===== config.mk =====
export PLATFORM = sky130hd
export DESIGN_NAME = operand_select_stage_flat
export DESIGN_NICKNAME = d
export VERILOG_FILES = /design/src/rtl/operand_select_stage_if.sv /design/src/rtl/operand_select_stage.sv /design/src/flat_wrapper.sv
export SDC_FILE = /design/constraint.sdc
export NUM_CORES = 1
export LEC_CHECK = 0
export CORE_MARGIN = 2
export CORE_UTILIZATION = 51
export DETAILED_ROUTE_END_ITERATION = 10
export PLACE_DENSITY = 0.85
export SLEW_MARGIN = 30
export SYNTH_ARGS = -nofsm -noshare
export SYNTH_HDL_FRONTEND = slang
export SYNTH_SLANG_ARGS = --single-unit

===== constraint.sdc =====
create_clock -name clk -period 3.7 [get_ports clk]
set_input_delay 0.37 -clock clk [delete_from_list [all_inputs] [get_ports clk]]
set_output_delay 0.37 -clock clk [all_outputs]
set_load 0.02 [all_outputs]

===== src/rtl/operand_select_stage_if.sv =====
// Handshake/bus bundle for operand_select_stage: upstream request side plus downstream ALU side.
// slave = the stage itself, master = whoever drives requests and consumes operands.
interface operand_select_stage_if #(
  parameter int DATA_W = 16,
  parameter int IMM_W  = 8,
  parameter int PC_W   = 8
);
  logic              flush;
  logic              in_valid;
  logic              in_ready;
  logic [1:0]        imm_ctl;
  logic [DATA_W-1:0] reg_data;
  logic [IMM_W-1:0]  immediate;
  logic [PC_W-1:0]   pc;
  logic              out_valid;
  logic              out_ready;
  logic [DATA_W-1:0] data_to_alu;
  logic [1:0]        out_sel;

  modport slave (
    input  flush, in_valid, imm_ctl, reg_data, immediate, pc, out_ready,
    output in_ready, out_valid, data_to_alu, out_sel
  );

  modport master (
    output flush, in_valid, imm_ctl, reg_data, immediate, pc, out_ready,
    input  in_ready, out_valid, data_to_alu, out_sel
  );
endinterface


===== src/rtl/operand_select_stage.sv =====
// Registered ALU operand-B selector with valid/ready handshake and a 2-entry (head + skid) buffer.
// Optional macro OPSEL_SIGN_EXT_EN makes imm_ctl=3 select the sign-extended immediate.
module operand_select_stage #(
  parameter int DATA_W = 16,
  parameter int IMM_W  = 8,
  parameter int PC_W   = 8
) (
  input  logic                    clk,
  input  logic                    rst_n,
  operand_select_stage_if.slave   bus,
  output logic [1:0]              o_dbg_state
);

  // Handshake: a transfer happens on a rising edge where valid and ready are both high.
  // in_ready/out_valid come straight from registers, so no ready->ready combinational path exists.
  typedef enum logic [1:0] {
    ST_EMPTY = 2'd0,
    ST_ONE   = 2'd1,
    ST_TWO   = 2'd2
  } state_t;

  state_t            r_state;
  logic              r_in_ready;
  logic              r_out_valid;
  logic [DATA_W-1:0] r_head_data;
  logic [1:0]        r_head_sel;
  logic [DATA_W-1:0] r_skid_data;
  logic [1:0]        r_skid_sel;

  logic [PC_W-1:0]   w_pc_inc;
  logic [DATA_W-1:0] w_sel_data;
  logic              w_accept;
  logic              w_consume;

  assign w_pc_inc  = bus.pc + PC_W'(1);
  assign w_accept  = bus.in_valid & r_in_ready & ~bus.flush;
  assign w_consume = r_out_valid & bus.out_ready;

  always_comb begin
    w_sel_data = bus.reg_data;
    case (bus.imm_ctl)
      2'd1:    w_sel_data = DATA_W'(bus.immediate);
      2'd2:    w_sel_data = DATA_W'(w_pc_inc);
`ifdef OPSEL_SIGN_EXT_EN
      2'd3:    w_sel_data = DATA_W'($signed(bus.immediate));
`else
      2'd3:    w_sel_data = bus.reg_data;
`endif
      default: w_sel_data = bus.reg_data;
    endcase
  end

  always_ff @(posedge clk or negedge rst_n) begin
    if (!rst_n) begin
      r_state     <= ST_EMPTY;
      r_in_ready  <= 1'b1;
      r_out_valid <= 1'b0;
      r_head_data <= '0;
      r_head_sel  <= '0;
      r_skid_data <= '0;
      r_skid_sel  <= '0;
    end else if (bus.flush) begin
      r_state     <= ST_EMPTY;
      r_in_ready  <= 1'b1;
      r_out_valid <= 1'b0;
    end else begin
      case (r_state)
        ST_EMPTY: begin
          if (w_accept) begin
            r_head_data <= w_sel_data;
            r_head_sel  <= bus.imm_ctl;
            r_state     <= ST_ONE;
            r_out_valid <= 1'b1;
          end
        end
        ST_ONE: begin
          if (w_accept && w_consume) begin
            r_head_data <= w_sel_data;
            r_head_sel  <= bus.imm_ctl;
          end else if (w_accept) begin
            r_skid_data <= w_sel_data;
            r_skid_sel  <= bus.imm_ctl;
            r_state     <= ST_TWO;
            r_in_ready  <= 1'b0;
          end else if (w_consume) begin
            r_state     <= ST_EMPTY;
            r_out_valid <= 1'b0;
          end
        end
        ST_TWO: begin
          // Full: only the head can leave; the skid entry moves up behind it.
          if (w_consume) begin
            r_head_data <= r_skid_data;
            r_head_sel  <= r_skid_sel;
            r_state     <= ST_ONE;
            r_in_ready  <= 1'b1;
          end
        end
        default: begin
          r_state     <= ST_EMPTY;
          r_in_ready  <= 1'b1;
          r_out_valid <= 1'b0;
        end
      endcase
    end
  end

  assign bus.in_ready    = r_in_ready;
  assign bus.out_valid   = r_out_valid;
  assign bus.data_to_alu = r_head_data;
  assign bus.out_sel     = r_head_sel;
  assign o_dbg_state     = r_state;

endmodule

===== src/flat_wrapper.sv =====
// flat-port wrapper written by rule: the top's interface ports become plain ports
module operand_select_stage_flat 
#(
  parameter int DATA_W = 16,
  parameter int IMM_W  = 8,
  parameter int PC_W   = 8
)
  (clk, rst_n, o_dbg_state, bus_flush, bus_in_valid, bus_imm_ctl, bus_reg_data, bus_immediate, bus_pc, bus_out_ready, bus_in_ready, bus_out_valid, bus_data_to_alu, bus_out_sel);
  operand_select_stage_if #(.DATA_W(DATA_W), .IMM_W(IMM_W), .PC_W(PC_W)) bus_i ();
  input  logic clk;
  input  logic rst_n;
  output logic [1:0] o_dbg_state;
  input wire logic [$bits(bus_i.flush)-1:0] bus_flush;
  input wire logic [$bits(bus_i.in_valid)-1:0] bus_in_valid;
  input wire logic [$bits(bus_i.imm_ctl)-1:0] bus_imm_ctl;
  input wire logic [$bits(bus_i.reg_data)-1:0] bus_reg_data;
  input wire logic [$bits(bus_i.immediate)-1:0] bus_immediate;
  input wire logic [$bits(bus_i.pc)-1:0] bus_pc;
  input wire logic [$bits(bus_i.out_ready)-1:0] bus_out_ready;
  output wire logic [$bits(bus_i.in_ready)-1:0] bus_in_ready;
  output wire logic [$bits(bus_i.out_valid)-1:0] bus_out_valid;
  output wire logic [$bits(bus_i.data_to_alu)-1:0] bus_data_to_alu;
  output wire logic [$bits(bus_i.out_sel)-1:0] bus_out_sel;
  assign bus_i.flush = bus_flush;
  assign bus_i.in_valid = bus_in_valid;
  assign bus_i.imm_ctl = bus_imm_ctl;
  assign bus_i.reg_data = bus_reg_data;
  assign bus_i.immediate = bus_immediate;
  assign bus_i.pc = bus_pc;
  assign bus_i.out_ready = bus_out_ready;
  assign bus_in_ready = bus_i.in_ready;
  assign bus_out_valid = bus_i.out_valid;
  assign bus_data_to_alu = bus_i.data_to_alu;
  assign bus_out_sel = bus_i.out_sel;
  operand_select_stage #(.DATA_W(DATA_W), .IMM_W(IMM_W), .PC_W(PC_W)) u_core (.clk(clk), .rst_n(rst_n), .bus(bus_i), .o_dbg_state(o_dbg_state));
endmodule

==> results of run 1 <==
[flip-flops by register name, summed over array words and instances (netlist names)]
| signal | cells |
|---|---|
| u_core.bus.data_to_alu | 16 |
| u_core.o_dbg_state | 2 |
| u_core.r_skid_data | 16 |
| u_core.r_skid_sel | 2 |
| u_core.bus.out_sel | 2 |
| u_core.bus.out_valid | 1 |
| u_core.bus.in_ready | 1 |
[power by group through the flow]
stage	logic (uW)	clock network, uW	registers [uW]
3_5_place_dp	682	0	736
3_3_place_gp	667	0	728
2_1_floorplan	293	0	830
4_1_cts	683	353	728
6_report	677	345	728
5_1_grt	753	370	750
[how the worst max path moves through the flow]
stage,startpoint,end,slack (ns),cells after the start
finish,u_core.o_dbg_state[0],u_core.bus.out_sel[1],1.34,6
detailed placement,bus_imm_ctl[0],u_core.bus.data_to_alu[3],1.13,7
CTS,u_core.o_dbg_state[0],u_core.bus.out_sel[1],1.33,6
global route,u_core.o_dbg_state[0],u_core.bus.out_sel[0],1.12,6
global placement,bus_imm_ctl[0],u_core.bus.data_to_alu[3],1.19,7
floorplan,bus_imm_ctl[0],u_core.bus.data_to_alu[3],2.02,8
[per-layer routing]
| layer | routed length (um) | vias to the layer above | global-route usage (%) | part of all wire [%] |
|---|---|---|---|---|
| met1 | 2090 | 866 | 27.9 | 46 |
| met2 | 2190 | 50 | 37.7 | 49 |
| met5 | 0 | - | 0 | 0 |
| li1 | - | 939 | - | - |
| met4 | 14 | 0 | 3.68 | 0.31 |
| met3 | 223 | 2 | 5.03 | 4.9 |
[kinds of logic (layout without fill, tap and decap cells)]
group / Yosys count / in the layout / synth area share [%]
flops: 40 / 40 / 46.5
mux: 3 / 3 / 1.57
simple gates: 97 / 97 / 20.3
xor+xnor: 4 / 4 / 1.63
buf+inv: 22 / 77 / 5.23
fa+ha+maj: 3 / 3 / 1.74
compound gates: 74 / 74 / 23.1
[synthesized netlist by cell type (all sizes together)]
library cell,n
nand2,47
dfrtp,39
nor2,28
a21oi,26
o21ai,18
a31oi,8
inv,8
buf,7
clkbuf,7
nor2b,6
nand3,5
o21a,4
a221oi,3
ha,3
mux2,3
nand2b,3
o22ai,3
o31ai,3
a211o,2
a22oi,2
and2,2
nor3,2
o211ai,2
o21bai,2
xnor2,2
xor2,2
a21boi,1
and3,1
and3b,1
dfstp,1
nand4,1
or2,1
[cell type report]
type,count,area [sq um]
Inverter,8,30.0
Timing Repair Buffer,61,606
Multi-Input combinational cell,181,1040
Tap cell,50,62.6
Sequential cell,40,1000
Fill cell,325,1180
Clock inverter,2,35.0
Clock buffer,6,72.6
[metrics by stage]
step	total power [uW]	instance area, sq um	setup WS (ns)	utilization, %
4_1_cts	1760	2850	1.33	70.6
5_1_grt	1870	2850	1.12	70.7
3_5_place_dp	1420	2740	1.13	68.0
2_1_floorplan	1120	2150	2.02	-
6_report	1750	2850	1.34	70.7
3_3_place_gp	1400	2740	1.19	68.0
==> impl_metrics.tcl, run 1 <==
set metrics [dict create \
    synth-seq-cells 40 \
    max_stage_delay_ns 0.60 \
    netlist_instances 243 \
    cap_violations 0 \
    finalWirelength_um 4510 \
    yosys_warnings 0 \
    cts_hold_buffers 0 \
    fin_crit_ns 2.36 \
    clk_pin_slew_ns 0.08 \
    antenna_left 0 \
    r2r_end "u_core.bus.out_sel[1]" \
    cp-start-kind "flop" \
    synth.distinct_cells 42 \
    rows 23 \
    crit_chain "nor2b_4, o21bai_2, a21oi_4, buf_4, nor2_2, a31oi_2" \
    postCtsResizedCells 0 \
    dieHeight_um 69.0 \
    clock_sinks 40 \
    critPathKind "reg2reg" \
    p_int_uw 1160 \
    clkPwrFrac_pct 19.7 \
    cts_tree "done" \
    syn_to_final_growth_pct 32.2 \
    post_cts_buffers 0 \
    clockBufferDepth 2 \
    cts_buffers 5 \
    cp_num_buf_inv 1 \
    tightest_slew_ns 0.721 \
    seq_area_frac_synth_pct 46.5 \
    layout-drive-gt1-share_pct 10.7 \
    io-pin-count 61 \
    dp.final_hpwl_um 3270 \
    finClkSkew_ns 0.0111 \
    synth.area.top_cells "dfrtp_1 (45%), nand2_1 (8.2%), a21oi_1 (4.6%)" \
    grt_use_total_pct 21.7 \
    crit_family "compound AO/OA/AOI/OAI gates" \
    yosys.area.top_type "dfrtp_1" \
    rr_worst_depth 6 \
    hold_viol_final 0 \
    run_status "finished, final reports clean" \
    gp_congestion 0.801 \
    power.density_nw_per_um2 615 \
    crit_path_end_kind "flop" \
    cp_slowest_cell "nor2b_4" \
    swShare_pct 33.8 \
    vias_per_cell 5.34 \
    slew_headroom_pct 51.9 \
    syn_nets 285 \
    final_common_cell "clkdlybuf4s50_1" \
    clk_latency_ns 0.29 \
    drtIter0Drc 146 \
    share_seq_of_total_power_pct 41.6 \
    root_buffer "clkbuf_8" \
    setup_tns_ns 0 \
    cp_max_fo 31 \
    p_leak_uw 0.00119 \
    antenna_found_initial 0 \
    layout_common_cells "clkdlybuf4s50_1 (59), nand2_1 (47), dfrtp_1 (39)" \
    first_pass_iters 4 \
    worst-endpoint-arrival_ns 2.57 \
    rsz0062_at_grt "false" \
    post-route-period-util_pct 63.9 \
    drv_slew 0 \
    netlist.area_leader.share_pct 45.3 \
    diodes 0 \
    comb_power_share_pct 38.7 \
    layout.nets 339 \
    port_buffers 60 \
    vias 1857 \
    gr-total-overflow 0 \
    post-route-drc-count 0 \
    post_synth.cell_area_avg_sq_um 8.87 \
    switching_power_uw 592 \
    clock.fmax_ghz 0.423 \
    core_sq_um 4030 \
    placedCellCount 340 \
    worst_hold_slack_ns 0.0366 \
    r2r_slack_ns 1.34 \
    setup-violations-final 0 \
    grt_pass1_wl_um 7770 \
    ir_drop_uv 349 \
    netlist_area_sq_um 2150 \
    die_x_um 69.0 \
    required_ns 3.90 \
    start_util_pct 53.5 \
    dieArea_sq_um 4760 \
    fin_cells 348 \
    grt_max_degree 41 \
    grt_pass1_vias 1784 \
    reg2reg_from "u_core.o_dbg_state[0]" \
    htree_num_levels 2 \
    hold_path.class "in2async" \
    wire_per_inst_um 13.0 \
]
Power figures use the tool's default switching activity.
==> run 2: changes to the inputs <==
--- a/config.mk
+++ b/config.mk
@@ -6,9 +6,9 @@
 export NUM_CORES = 1
 export LEC_CHECK = 0
 export CORE_MARGIN = 2
-export CORE_UTILIZATION = 51
+export CORE_UTILIZATION = 48
 export DETAILED_ROUTE_END_ITERATION = 10
-export PLACE_DENSITY = 0.85
+export PLACE_DENSITY = 0.8
 export SLEW_MARGIN = 30
 export SYNTH_ARGS = -nofsm -noshare
 export SYNTH_HDL_FRONTEND = slang
==> constraint.sdc (replaced) <==
create_clock -name clk -period 2.3 [get_ports clk]
set_input_delay 0.23 -clock clk [delete_from_list [all_inputs] [get_ports clk]]
set_output_delay 0.23 -clock clk [all_outputs]
set_load 0.02 [all_outputs]
==> run 2 against run 1 <==
  * Die area increased by 5.9%
  * Utilization fell by 3.9 points
  * Non-clock buffer count grew 7
  * Worst hold slack improved by 0.42 ns
  * Largest power group unchanged
  * Sequential power is 62% higher
  * Global-route usage down 2.2 points
  * Register-to-register slack got worse by 0.76 ns
  * Via count up 2.4%
  * Critical endpoint is now u_core.r_skid_data[2]
  * Critical path depth grew 1
  * Count of clock-buffer cells in the layout did not move
==> impl_metrics.tcl, run 2 (synthesis gave the netlist of run 1 again) <==
set metrics [dict create \
    drtIter0Drc 130 \
    hold_viol_final 0 \
    cts_buffers 5 \
    final-seq-area_sq_um 1000 \
    tightest_slew_ns 0.491 \
    required_ns 2.47 \
    p_leak_uw 0.00121 \
    antenna_left 0 \
    post-route-drc-count 0 \
    fin_area_sq_um 2890 \
    grt_use_total_pct 19.5 \
    root_buffer "clkbuf_8" \
    grt_max_degree 41 \
    fin_crit_ns 1.89 \
    clockBufferDepth 2 \
    slew_headroom_pct 67.2 \
    finClkSkew_ns 0.00225 \
    clock_sinks 40 \
    nFillCells 364 \
    multi_input_area_sq_um 1040 \
    dp.final_hpwl_um 3400 \
    finalWirelength_um 4680 \
    worst_slack_ns 0.409 \
    cp_slowest_cell "clkdlybuf4s50_1" \
    cp_max_fo 12 \
    dp_slack_ns 0.116 \
    clock.fmax_ghz 0.529 \
    critPathKind "in2reg" \
    rsz0062_at_grt "false" \
    max_stage_delay_ns 0.52 \
    setup_tns_ns 0 \
    post-route-period-util_pct 82.2 \
    die_x_um 71.0 \
    run_status "finished, final reports clean" \
    gp_congestion 0.825 \
    io-pin-count 61 \
    layout-drive-gt1-share_pct 12.2 \
    crit_path_end_kind "flop" \
    wire_per_inst_um 13.1 \
    htree_num_levels 2 \
    hold_path.class "in2async" \
    cts_tree "done" \
    rows 24 \
    layout_common_cells "clkdlybuf4s50_1 (59), nand2_1 (47), dfrtp_1 (39)" \
    syn_to_final_growth_pct 34.0 \
    first_pass_iters 4 \
    vias_per_cell 5.34 \
    power.density_nw_per_um2 941 \
    cap_violations 0 \
    ir_drop_uv 388 \
    setup-violations-final 0 \
    core_sq_um 4320 \
    drv_slew 0 \
    clk_pin_slew_ns 0.07 \
    dpl_cell_area_sq_um 2800 \
    clk_latency_ns 0.28 \
    final_common_cell "clkdlybuf4s50_1" \
    vias 1901 \
    start_util_pct 49.8 \
    layout.nets 346 \
    gr-total-overflow 0 \
    port_buffers 60 \
    dieArea_sq_um 5040 \
    cp-start-kind "primary input" \
    antenna_found_initial 0 \
    diodes 0 \
    grt_pass1_wl_um 7820 \
    worst-endpoint-arrival_ns 2.06 \
    dieHeight_um 71.0 \
    grt_pass1_vias 1746 \
    crit_chain "clkdlybuf4s50_1, inv_1, ha_1, buf_4, a221oi_1, a21oi_1, mux2_2" \
]
## run 2: cell types whose count changed in the layout (fill, tap and decap cells not counted), sizes merged
cell,before,now
buf,2,8
bufinv,1,0
dlygate4sd3,0,1
## run 2: critical path, delay by kind of cell
family,cells,cell delay (ns)
multiplexers,1,0.26
buffers and inverters,3,0.81
adder cells (fa/ha/maj),1,0.45
AO/OA/AOI/OAI,2,0.30
## run 2: area by class of cell
cell class	count	area share (%)
clock buffers	6	2.51
repair buffers	68	23.3
well taps	52	2.25
inverters	8	1.04
clock inverters	1	0.173
flip-flops and latches	40	34.7
multi-input cells	181	36.0
## run 2: where the power goes
| part | internal, uW | switching [uW] | total [uW] |
|---|---|---|---|
| Sequential | 997 | 180 | 1180 |
| Clock | 206 | 224 | 430 |
| Combinational | 561 | 549 | 1110 |
## run 2: per-layer routing
metal	track usage [%]	vias up	share of wire [%]
met3	4.13	6	5.3
met2	30.2	59	46
met4	6.29	0	1.1
met1	27.6	886	48
met5	0	-	0
li1	-	950	-
## run 2: path summary, 6_finish.rpt
kind / start / to / slack (ns) / cells after the start
min: rst_n / u_core.bus.data_to_alu[13] / 0.46 / 2
max: bus_imm_ctl[0] / u_core.r_skid_data[2] / 0.41 / 7
max reg2reg: u_core.bus.in_ready / u_core.r_skid_data[10] / 0.58 / 5
min reg2reg: u_core.r_skid_sel[1] / u_core.r_skid_sel[1] / 0.48 / 2
max in group asynchronous: rst_n / u_core.bus.in_ready / 1.48 / 2
min in group clk: u_core.r_skid_sel[1] / u_core.r_skid_sel[1] / 0.48 / 2
## run 2: metrics by stage
step                std cells  utilization (%)  hold slack, ns  power, uW
finish                    356             66.8           0.459       2720
detailed placement        348             64.7           0.388       2300
global route              356             66.8           0.507       2890
CTS                       355             66.5          0.0770       2740
global placement          348             64.7           0.393       2270
floorplan                 243                -         -0.0656       1810
## run 2: repair_timing
action                    4_1_cts  5_1_grt
setup buffers                   0        0
hold buffers                    0        1
resized for setup               0        0
hold endpoints to repair        0       39
==> run 3: changes to the inputs <==
--- a/config.mk
+++ b/config.mk
@@ -6,9 +6,9 @@
 export NUM_CORES = 1
 export LEC_CHECK = 0
 export CORE_MARGIN = 2
-export CORE_UTILIZATION = 48
+export CORE_UTILIZATION = 43
 export DETAILED_ROUTE_END_ITERATION = 10
-export PLACE_DENSITY = 0.8
+export PLACE_DENSITY = 0.76
 export SLEW_MARGIN = 30
 export SYNTH_ARGS = -nofsm -noshare
 export SYNTH_HDL_FRONTEND = slang
==> constraint.sdc (replaced) <==
create_clock -name clk -period 1.6 [get_ports clk]
set_input_delay 0.16 -clock clk [delete_from_list [all_inputs] [get_ports clk]]
set_output_delay 0.16 -clock clk [all_outputs]
set_load 0.02 [all_outputs]
==> run 3 against run 2 <==
  * The flow now finishes with violations (setup timing)
  * Final cell count rose by 12%
  * Power is 54% higher
  * Die area up 11%
  * Combinational power up 67%
  * Sequential power up 43%
  * Register-to-register slack got worse by 0.63 ns
  * Largest power group is now combinational logic
  * Highest routed layer unchanged
==> impl_metrics.tcl, run 3 (synthesis gave the netlist of run 1 again) <==
set metrics [dict create \
    setup-violations-final 6 \
    grt_use_total_pct 19.1 \
    cp-start-kind "flop" \
    diodes 0 \
    clock.fmax_ghz 0.605 \
    clockBufferDepth 2 \
    routed.top_layer "met4" \
    clk_latency_ns 0.29 \
    antenna_left 0 \
    placedCellCount 386 \
    crit_chain "and3b_2, nand2b_4, a21oi_4, buf_6, buf_12, nor2_4, a31oi_2" \
    power.density_nw_per_um2 1280 \
    first_pass_iters 4 \
    grt_pass1_wl_um 8090 \
    nFillCells 390 \
    gr-total-overflow 0 \
    finalWirelength_um 5570 \
    rows 25 \
    r2r_slack_ns -0.05 \
    max_stage_delay_ns 0.54 \
    clock_sinks 40 \
    run_status "finished, violations left" \
    layout.nets 374 \
    syn_to_final_growth_pct 52.3 \
    setup_tns_ns -0.132 \
    worst-endpoint-arrival_ns 1.87 \
    dieArea_sq_um 5590 \
    critPathKind "reg2reg" \
    antenna_found_initial 0 \
    htree_num_levels 2 \
    tightest_slew_ns 0.470 \
    vias_per_cell 5.16 \
    fin_crit_ns 1.65 \
    final_common_cell "clkdlybuf4s50_1" \
    drv_slew 0 \
    clk_pin_slew_ns 0.08 \
    core_sq_um 4790 \
    grt_pass1_vias 1907 \
    port_buffers 60 \
    rsz0062_at_grt "true" \
    violations "setup timing" \
    hold_path.class "in2async" \
    dp.final_hpwl_um 3880 \
    required_ns 1.81 \
    p_leak_uw 0.00140 \
    cp_max_fo 6 \
    finClkSkew_ns 0.00357 \
    rr_worst_depth 7 \
    wl_met2_um 2650 \
    cap_violations 0 \
    worst_slack_ns -0.0537 \
    layout-drive-gt1-share_pct 22.9 \
    dr_wl_met3_um 245 \
    r2r_end "u_core.bus.data_to_alu[1]" \
    post-route-drc-count 0 \
    slew_headroom_pct 68.6 \
    gp_congestion 0.836 \
    layout_common_cells "clkdlybuf4s50_1 (56), nand2_1 (47), dfrtp_1 (39)" \
    start_util_pct 45.0 \
    fin_cells 399 \
    die_x_um 74.8 \
    crit_path_end_kind "flop" \
    cp_slowest_cell "dfstp_2" \
    drtIter0Drc 118 \
    post-route-period-util_pct 103 \
    vias 2059 \
    cts_buffers 5 \
    grt_max_degree 31 \
    reg2reg_from "u_core.bus.in_ready" \
    io-pin-count 61 \
    wire_per_inst_um 13.9 \
    root_buffer "clkbuf_8" \
    dieHeight_um 74.8 \
    wl_met1_um 2520 \
    hold_viol_final 0 \
    cts_tree "done" \
    ir_drop_uv 608 \
]
run 3: layer usage:
layer | vias up | GRT usage, %
met4 | 0 | 9.13
met2 | 61 | 29.4
met3 | 12 | 4.82
met5 | - | 0
li1 | 1010 | -
met1 | 976 | 25.2
run 3: per-stage QoR:
step	hold WS, ns	total power [uW]	worst slack [ns]	util [%]	instance area (sq um)
6_report	0.359	4190	-0.0537	68.5	3280
5_1_grt	0.409	4440	-0.0995	68.5	3280
4_1_cts	0.368	4050	0.00141	65.0	3110
3_5_place_dp	0.143	3400	-0.459	62.7	3000
3_3_place_gp	0.139	3350	-0.363	62.7	3000
2_1_floorplan	-0.136	2600	0.00206	-	2150
run 3: critical path, delay by kind of cell, from the launching register on:
kind / cells / cell delay, ns
flops: 1 / 0.54
simple gates: 3 / 0.38
compound gates: 2 / 0.34
buf+inv: 2 / 0.31
run 3: worst max path at each step:
stage                           from                        end  slack, ns  cells after the start
2_1_floorplan    u_core.bus.in_ready      u_core.bus.out_sel[0]      0.002                      6
3_3_place_gp          bus_imm_ctl[0]  u_core.bus.data_to_alu[3]      -0.36                      7
3_5_place_dp          bus_imm_ctl[0]  u_core.bus.data_to_alu[3]      -0.46                      7
4_1_cts        u_core.o_dbg_state[0]             o_dbg_state[0]      0.001                      1
5_1_grt          u_core.bus.in_ready  u_core.bus.data_to_alu[1]       -0.1                      7
6_report         u_core.bus.in_ready  u_core.bus.data_to_alu[1]      -0.05                      7
run 3: layout make-up:
cell class	count	area, sq um	share of cell area (%)
Sequential cell	40	1000	30.5
Multi-Input combinational cell	181	1130	34.4
Clock buffer	5	68.8	2.10
Clock inverter	2	12.5	0.381
Timing Repair Buffer	96	953	29.1
Inverter	8	30.0	0.915
Tap cell	67	83.8	2.56
run 3: repair_timing:
item,in CTS,in global routing
resized for setup,5,16
endpoints found under the setup margin,10,13
hold endpoints to repair,20,0
gates cloned,0,3
hold buffers,1,0
pin swaps,1,3
buffers inserted,0,2
run 3: report_power, final:
| part | internal, uW | switching, uW | leakage (uW) | total [uW] |
|---|---|---|---|---|
| Sequential | 1430 | 256 | 0.000487 | 1690 |
| Combinational | 964 | 891 | 0.000877 | 1850 |
| Clock | 295 | 348 | 0.0000400 | 643 |
| Total | 2690 | 1500 | 0.00140 | 4190 |
